<file path="src/rtl/matrix_column_scanner.sv">
`default_nettype none
// ============================================================================
// matrix_column_scanner : scans five latched 7-bit column patterns onto a 5x7
//                         LED matrix, one column at a time with blanking.
// Revision: 1.0 - initial release
// ============================================================================
module matrix_column_scanner #(
   parameter int unsigned DWELL_CYCLES = 1000,
   parameter int unsigned BLANK_CYCLES = 16
) (
   input  logic       clk,
   input  logic       rst_n,
   input  logic       enable,
   input  logic [6:0] column_4,
   input  logic [6:0] column_3,
   input  logic [6:0] column_2,
   input  logic [6:0] column_1,
   input  logic [6:0] column_0,
   output logic [4:0] column_select,
   output logic [6:0] rows,
   output logic       frame_start
);

   typedef enum logic [1:0] {
      S_IDLE  = 2'd0,
      S_BLANK = 2'd1,
      S_DRIVE = 2'd2
   } state_t;

   localparam logic [15:0] c_DWELL_LAST = 16'(DWELL_CYCLES - 1);
   localparam logic [15:0] c_BLANK_LAST = 16'((BLANK_CYCLES == 0) ? 0 : BLANK_CYCLES - 1);
   localparam state_t      c_FIRST      = (BLANK_CYCLES == 0) ? S_DRIVE : S_BLANK;
   localparam logic [2:0]  c_IDX_TOP    = 3'd4;

   state_t          r_state, w_state_nx;
   logic [15:0]     r_cnt, w_cnt_nx;
   logic [2:0]      r_idx, w_idx_nx;
   logic [4:0][6:0] r_shadow, w_shadow_nx;
   logic            w_fs_nx;
   logic            w_latch;
   logic [4:0]      r_col_sel, w_col_sel_nx;
   logic [6:0]      r_rows, w_rows_nx;
   logic            r_fs;

   always_comb begin
      w_state_nx  = r_state;
      w_cnt_nx    = r_cnt + 16'd1;
      w_idx_nx    = r_idx;
      w_shadow_nx = r_shadow;
      w_fs_nx     = 1'b0;
      w_latch     = 1'b0;

      case (r_state)
         S_IDLE: begin
            w_cnt_nx = '0;
            w_latch  = 1'b1;
         end
         S_BLANK: begin
            if (r_cnt == c_BLANK_LAST) begin
               w_state_nx = S_DRIVE;
               w_cnt_nx   = '0;
            end
         end
         S_DRIVE: begin
            if (r_cnt == c_DWELL_LAST) begin
               w_cnt_nx = '0;
               if (r_idx != 3'd0) begin
                  w_idx_nx   = r_idx - 3'd1;
                  w_state_nx = c_FIRST;
               end else begin
                  w_latch = 1'b1;
               end
            end
         end
         default: begin
            w_state_nx = S_IDLE;
            w_cnt_nx   = '0;
         end
      endcase

      // A new frame starts either from IDLE or straight after column 0 ends
      if (w_latch && enable) begin
         w_shadow_nx = {column_4, column_3, column_2, column_1, column_0};
         w_fs_nx     = 1'b1;
         w_idx_nx    = c_IDX_TOP;
         w_cnt_nx    = '0;
         w_state_nx  = c_FIRST;
      end

      if (!enable) begin
         w_state_nx = S_IDLE;
         w_cnt_nx   = '0;
         w_idx_nx   = c_IDX_TOP;
         w_fs_nx    = 1'b0;
      end

      // Outputs are decoded from the next state so they stay fully registered
      w_col_sel_nx = '0;
      w_rows_nx    = 7'h7F;
      if (w_state_nx == S_DRIVE) begin
         w_col_sel_nx = 5'b00001 << w_idx_nx;
         w_rows_nx    = w_shadow_nx[w_idx_nx];
      end
   end

   always_ff @(posedge clk) begin
      if (!rst_n) begin
         r_state   <= S_IDLE;
         r_cnt     <= '0;
         r_idx     <= c_IDX_TOP;
         r_shadow  <= {5{7'h7F}};
         r_col_sel <= '0;
         r_rows    <= 7'h7F;
         r_fs      <= 1'b0;
      end else begin
         r_state   <= w_state_nx;
         r_cnt     <= w_cnt_nx;
         r_idx     <= w_idx_nx;
         r_shadow  <= w_shadow_nx;
         r_col_sel <= w_col_sel_nx;
         r_rows    <= w_rows_nx;
         r_fs      <= w_fs_nx;
      end
   end

   assign column_select = r_col_sel;
   assign rows          = r_rows;
   assign frame_start   = r_fs;

endmodule
`default_nettype wire

</file>
<file path="config.mk">
export PLATFORM = sky130hd
export DESIGN_NAME = matrix_column_scanner
export DESIGN_NICKNAME = d
export VERILOG_FILES = /design/src/rtl/matrix_column_scanner.sv
export SDC_FILE = /design/constraint.sdc
export NUM_CORES = 1
export LEC_CHECK = 0
export CAP_MARGIN = 20
export CORE_ASPECT_RATIO = 0.5
export CORE_UTILIZATION = 48
export DETAILED_ROUTE_END_ITERATION = 8
export PLACE_DENSITY = 0.76
export SYNTH_ARGS = -nofsm -noshare
export SYNTH_HDL_FRONTEND = slang
export SYNTH_SLANG_ARGS = --single-unit
export TNS_END_PERCENT = 10
</file>
<file path="constraint.sdc">
create_clock -name clk -period 2.4 [get_ports clk]
set_clock_uncertainty 0.2 [all_clocks]
set_input_delay 0.72 -clock clk [delete_from_list [all_inputs] [get_ports clk]]
set_output_delay 0.72 -clock clk [all_outputs]
set_load 0.02 [all_outputs]
</file>
==> results_tabular.tex <==
\begin{tabular}{lr}
\hline
Metric & Value \\
\hline
\multicolumn{2}{l}{\textbf{Setup path}} \\
Path type of the worst setup path & reg -> reg \\
Count of buffer and inverter cells on the critical path & 2 \\
Number of cells traversed by the worst register-to-register path & 9 \\
Worst Setup End Kind & flip-flop \\
CP max stage cell & dfxtp\_1 \\
Largest fanout on the critical path & 15 \\
Ordered cell list for the critical path & ha\_2 -> and4\_4 -> nand4\_1 -> buf\_4 -> o21ai\_4 -> buf\_12 -> mux2i\_2 -> o22ai\_1 -> o31a\_1 \\
Arr. time, crit path & around 2.5 ns \\
Startpoint kind of the worst setup timing path & flip-flop \\
Data required time of the critical path & between 2 and 2.5 ns \\
Kind of cell adding the most delay to the critical path & compound AO/OA/AOI/OAI gates \\
Worst path max stage delay & 0.33 ns \\
CP Depth & 9 \\
\multicolumn{2}{l}{\textbf{Clock network}} \\
Clock transition at the registers of the reported paths & 0.06 ns \\
Max H-tree Level & 3 \\
Clock Sinks & 69 \\
Total of hold buffers inserted after clock tree synthesis & 0 \\
Clock Path Buffers & 2 \\
Later-pin clock latency in the skew report & 0.34 ns \\
Root buf cell & clkbuf\_16 \\
Inserted Clock Buffers & 9 \\
CTS tree & yes \\
\multicolumn{2}{l}{\textbf{Global route}} \\
GRT Residual Overflow & 0 \\
GR Util All Layers & between 20\% and 30\% \\
Number of global-route vias before repair & 2961 \\
Global-route wire length before repair & $\sim$14000 µm \\
Pin count of the biggest net entering global routing & 39 \\
Number of antenna violations at the first check in global routing & 0 \\
\multicolumn{2}{l}{\textbf{Routing}} \\
Number of vias after detailed routing & around 3000 \\
Total iterations of the first detailed-routing run & 4 \\
Total routed wirelength & roughly 8400 µm \\
Residual DRC count & 0 \\
DRT iter0 DRCs & 160 \\
ANT nets after route & 0 \\
Routed WL per cell & 15.3 µm \\
Detail-routed via count per cell & 5.38 \\
\multicolumn{2}{l}{\textbf{Die}} \\
Die area & 0.00697 mm² \\
Die H & 59.5 µm \\
Starting Density & approximately half \\
Floorplan Core Area & 0.00623 mm² \\
Number of rows in the core area & 20 \\
Total I/O pin count & about 50 \\
Die extent in x & 117 µm \\
\multicolumn{2}{l}{\textbf{Run status}} \\
Violations in the final reports & setup timing \\
Status & complete, but fails checks \\
\multicolumn{2}{l}{\textbf{Timing}} \\
Clock period minus final worst setup slack & 2.49 ns \\
Final Max Tran Viols & 0 \\
Crit share post-route & 104\% \\
Slew at the pin with the worst max-slew slack & 0.625 ns \\
Total negative slack & -0.484 ns \\
Maximum clock rate & 402 MHz \\
Max\_slew headroom & 58.3\% \\
Final WS setup & -0.0904 ns \\
Final hold violation count & 0 \\
Unrepaired setup endpoints after global routing & yes \\
Setup Viol. Count Final & 10 \\
\multicolumn{2}{l}{\textbf{Hold path}} \\
Worst hold path type & reg -> reg \\
Hold Path Depth & 2 \\
\multicolumn{2}{l}{\textbf{Pwr}} \\
Switching component of the power & 637 µW \\
Reg power frac & 45.3\% \\
Power share of the combinational group & 10.2\% \\
Share of power burned in the clock network & 44.5\% \\
Leak pwr & 0.00180 µW \\
Cell internal power dissipation & around 2000 µW \\
Pwr/cell area & 584 mW/mm² \\
Switching share of total power & 23.8\% \\
Largest vdd supply drop & 0.000352 V \\
\multicolumn{2}{l}{\textbf{Yosys}} \\
Synth Flop Type & dfxtp\_1 \\
Cell type with the highest aggregate area in the netlist & dfxtp\_1 \\
Syn\_area\_per\_cell & 9.13 µm² \\
Async set or reset register ratio after synthesis & 0\% \\
\#FFs+latches synth & 69 \\
Most used standard cells in the synthesized netlist & dfxtp\_1, nand2\_1, mux2i\_1 \\
Number of cells produced by synthesis & between 300 and 400 \\
Mapped Area & 0.00318 mm² \\
Dominant cell by count in the synthesized netlist & dfxtp\_1 \\
Top area cells in the synthesized netlist & dfxtp\_1, mux2i\_1, nand2\_1 \\
Netlist cell types & 43 \\
Total of warnings raised by yosys & 0 \\
Post-Synthesis Net Count & 393 \\
Count of flip-flops with a built-in enable after synthesis & 0 \\
Area fraction of the dominant cell type after synthesis & 43.5\% \\
Sequential fraction of the synthesis area & around 43\% \\
\multicolumn{2}{l}{\textbf{Final layout}} \\
Number of standard cells in the layout, taps in and fillers out & between 500 and 600 \\
NumNets Final & 500 \\
Final-layout fill cell count & around 440 \\
Number of antenna diodes & 0 \\
Proportion of layout cells with a drive suffix above 1 & a little under a quarter \\
Synthesis-to-layout area growth & 44.1\% \\
FF/Latch Area & 0.00138 mm² \\
Area used by multi-input combinational logic & 0.00175 mm² \\
\multicolumn{2}{l}{\textbf{Placed design}} \\
Worst setup slack after placement & -0.451 ns \\
Dpl cells & 526 \\
Number of buffer cells added on primary ports & 50 \\
DP HPWL & roughly 5700 µm \\
Routability Congestion & 0.817 \\
\multicolumn{2}{l}{\textbf{Flow run}} \\
Max-cap violations & 0 \\
\hline
\end{tabular}
layout by cell type, fill, tap and decap left out, drive strengths merged, types with 2 or more instances in the layout:
cell	n
a21oi	5
nor4	4
clkinvlp	4
nor3	3
dfxtp	69
inv	5
and3	7
o21ai	8
nand3	30
nand2	62
xor2	8
clkbuf	10
nand4	3
buf	62
xnor2	7
clkdlybuf4s50	49
o2111ai	7
and4b	2
o31a	8
mux2i	35
clkinv	3
ha	7
nor2	29
nor4b	2
o22ai	14
nor2b	2
o21a	2
metal layers:
metal  vias up  GRT usage, %  share of wire, %
met2        72          46.2                50
met1      1404          30.2                44
met4         0          11.9               2.4
met5         -             0                 0
li1       1453             -                 -
met3        20          7.16               4.2
repair_timing:
item	4_1_cts	5_1_grt
gates resized for setup	13	11
gates cloned	1	0
pin swaps	6	0
endpoints found under the setup margin	23	43
setup buffers	5	0
worst register-to-register path: stages (launching register included):
cell	delay (ns)
dfxtp_1	0.33
ha_2	0.19
and4_4	0.22
nand4_1	0.17
buf_4	0.21
o21ai_4	0.20
buf_12	0.20
mux2i_2	0.27
o22ai_1	0.11
o31a_1	0.29
logic make-up (layout without fill, tap and decap cells):
family | count (synthesis) | in the layout | share of synthesized area (%)
AND/OR/NAND/NOR | 151 | 151 | 22.9
flip-flops | 69 | 69 | 43.5
AO/OA/AOI/OAI | 48 | 48 | 11.3
multiplexers | 35 | 35 | 11.0
buffers and inverters | 23 | 135 | 4.37
XOR/XNOR | 15 | 15 | 4.14
adder cells (fa/ha/maj) | 7 | 7 | 2.76
layout make-up:
class	count	share of cell area, %
Multi-Input combinational cell	256	38.3
Timing Repair Buffer	113	22.7
Clock inverter	6	0.875
Inverter	6	0.519
Sequential cell	69	30.2
Clock buffer	10	5.00
Tap cell	88	2.41
state kept, by name, summed over array words and instances, names as in the netlist:
signal and count:
frame_start 1, r_cnt 16, column_select 5, r_idx 3
r_state 2, rows 7, r_shadow 35
metrics by stage:
stage	hold WS (ns)	power, µW	area, µm²	util [%]
3_5_place_dp	0.255	1480	4150	66.6
4_1_cts	0.269	2670	4530	72.7
3_3_place_gp	0.250	1470	4150	66.6
5_1_grt	0.286	2760	4580	73.5
6_report	0.266	2670	4580	73.5
2_1_floorplan	0.213	1370	3180	-
worst paths after layout:
path / from / endpoint / slack [ns]
setup / recovery: r_cnt[1] / rows[5] / -0.09
hold / removal: r_shadow[23] / r_shadow[23] / 0.27
setup reg to reg: r_cnt[1] / rows[5] / -0.09
hold reg to reg: r_shadow[23] / r_shadow[23] / 0.27
power groups by stage:
stage / sequential, µW / clock (µW) / combinational, µW
5_1_grt: 1210 / 1250 / 297
4_1_cts: 1210 / 1200 / 263
3_5_place_dp: 1230 / 0 / 253
2_1_floorplan: 1230 / 0 / 144
6_report: 1210 / 1190 / 273
3_3_place_gp: 1230 / 0 / 244
No activity file was read; power rests on OpenSTA's default activity.
==> variant (same flow settings) <==
Add an input register stage for `enable`, `column_4`, `column_3`, `column_2`, `column_1` and `column_0`, without a reset; this delays them by one clock.
--- a/src/rtl/matrix_column_scanner.sv
+++ b/src/rtl/matrix_column_scanner.sv
@@ -31,6 +31,22 @@
    localparam logic [15:0] c_BLANK_LAST = 16'((BLANK_CYCLES == 0) ? 0 : BLANK_CYCLES - 1);
    localparam state_t      c_FIRST      = (BLANK_CYCLES == 0) ? S_DRIVE : S_BLANK;
    localparam logic [2:0]  c_IDX_TOP    = 3'd4;
+
+   logic enable_q;
+   logic [6:0] column_4_q;
+   logic [6:0] column_3_q;
+   logic [6:0] column_2_q;
+   logic [6:0] column_1_q;
+   logic [6:0] column_0_q;
+
+   always_ff @(posedge clk) begin
+      enable_q   <= enable;
+      column_4_q <= column_4;
+      column_3_q <= column_3;
+      column_2_q <= column_2;
+      column_1_q <= column_1;
+      column_0_q <= column_0;
+   end
 
    state_t          r_state, w_state_nx;
    logic [15:0]     r_cnt, w_cnt_nx;
@@ -79,15 +95,15 @@
       endcase
 
       // A new frame starts either from IDLE or straight after column 0 ends
-      if (w_latch && enable) begin
-         w_shadow_nx = {column_4, column_3, column_2, column_1, column_0};
+      if (w_latch && enable_q) begin
+         w_shadow_nx = {column_4_q, column_3_q, column_2_q, column_1_q, column_0_q};
          w_fs_nx     = 1'b1;
          w_idx_nx    = c_IDX_TOP;
          w_cnt_nx    = '0;
          w_state_nx  = c_FIRST;
       end
 
-      if (!enable) begin
+      if (!enable_q) begin
          w_state_nx = S_IDLE;
          w_cnt_nx   = '0;
          w_idx_nx   = c_IDX_TOP;
Formal check against the unedited RTL: not equivalent (a bounded check fails within 4 cycles, from zero or initial values and one cycle with rst_n low).
==> variant against the unedited design <==
Via count is 15% higher; sequential cell count is 36 higher; worst setup slack worse by 0.61 ns; final area is 28% higher; worst hold slack better by 0.0060 ns; the flow still finishes with violations (negative setup slack); routed wire length is 35% higher; count of clock-buffer cells in the layout is 1 lower; final cell count is 14% higher; power is 37% higher; area after synthesis is 24% higher.
==> variant: results <==
metrics = {
    "synth": {
        "synth.avg_cell_area_um2": 10.20,
        "yosys-top-cells-area": "sky130_fd_sc_hd__dfxtp_1 (53%), sky130_fd_sc_hd__mux2_2 (6.6%), sky130_fd_sc_hd__nand2_1 (6.2%)",
        "distinct_cells_synth": 48,
        "synth_mux_area_frac": 0.1014,
        "share_of_the_synthesized_area_in_compound_gates_ao_oa_aoi_oai": 0.08463,
        "synth.net_count": 432,
        "sequential_cell_area_fraction_in_the_yosys_report": 0.5325,
    },
    "finish": {
        "fillerInstances": 465,
        "seq_area_frac": 0.3606,
        "finish.instance_area_um2": 5839,
        "non_clock_buffer_area_share": 0.2036,
        "post_route_cells_drive_above_1_share": 0.3359,
        "clock_buffer_cells": 9,
        "nMultiInputCombCells": 260,
    },
    "setup_path": {
        "r2r_cells": 8,
        "regToRegEndpoint": "rows[4]",
        "crit-reg2reg-launch": "r_cnt[14]",
    },
    "drt": {
        "via_total_after_detailed_routing": 3395,
        "detail_route.wirelength_mm": 11.33,
        "drt_pass1_iterations": 5,
    },
    "power_and_ir_drop": {
        "total_leakage_power_nw": 2.271,
    },
    "place": {
        "dp_hpwl_mm": 6.616,
        "globalplace.congestion": 0.8835,
        "placed_cells": 603,
        "detailedPlace.worstSlack_ns": -0.8021,
    },
    "timing": {
        "final-setup-viol-count": 65,
        "final.hold.worst_slack_ns": 0.2724,
        "final_critical_path_setup_slack_ns": -0.6998,
    },
    "die": {
        "fp.coreArea_um2": 7625,
    },
    "run_status": {
        "outcome": "complete, but fails checks",
        "violations": "negative setup slack",
    },
    "grt": {
        "grt_pass1_vias": 3342,
        "maximum_number_of_pins_on_one_net_before_global_route_repair": 31,
    },
    "hold_path": {
        "hold_path_origin": "r_shadow[8]",
        "whs_endpoint": "r_shadow[8]",
    },
    "clocking": {
        "clock_sink_count": 105,
    },
}
==> variant: metal layers <==
metal | GRT usage | wire (µm) | vias to the layer above
met4 | 0.1541 | 390 | 0
met2 | 0.4555 | 5366 | 143
met1 | 0.3280 | 4873 | 1616
met3 | 0.09304 | 697 | 37
li1 | - | - | 1599
met5 | 0 | 0 | -
==> variant: timing repair <==
action | CTS | global route
hold buffers | 0 | 0
gates cloned | 1 | 0
pin swaps | 11 | 4
setup buffers | 6 | 1
gates resized for setup | 68 | 22
setup endpoints to repair | 65 | 67
==> variant: logic make-up (layout without fill, tap and decap cells) <==
kind of cell    count (synthesis)  after routing
flops                         105            105
compound gates                 39             39
mux                            37             37
xor+xnor                       14             14
fa+ha+maj                       7              7
simple gates                  163            163
buf+inv                        22            153
==> variant: where the power goes <==
group	internal (mW)	switching, mW
Clock	0.735	0.708
Sequential	1.82	0.0429
Combinational	0.201	0.145
Total	2.75	0.896
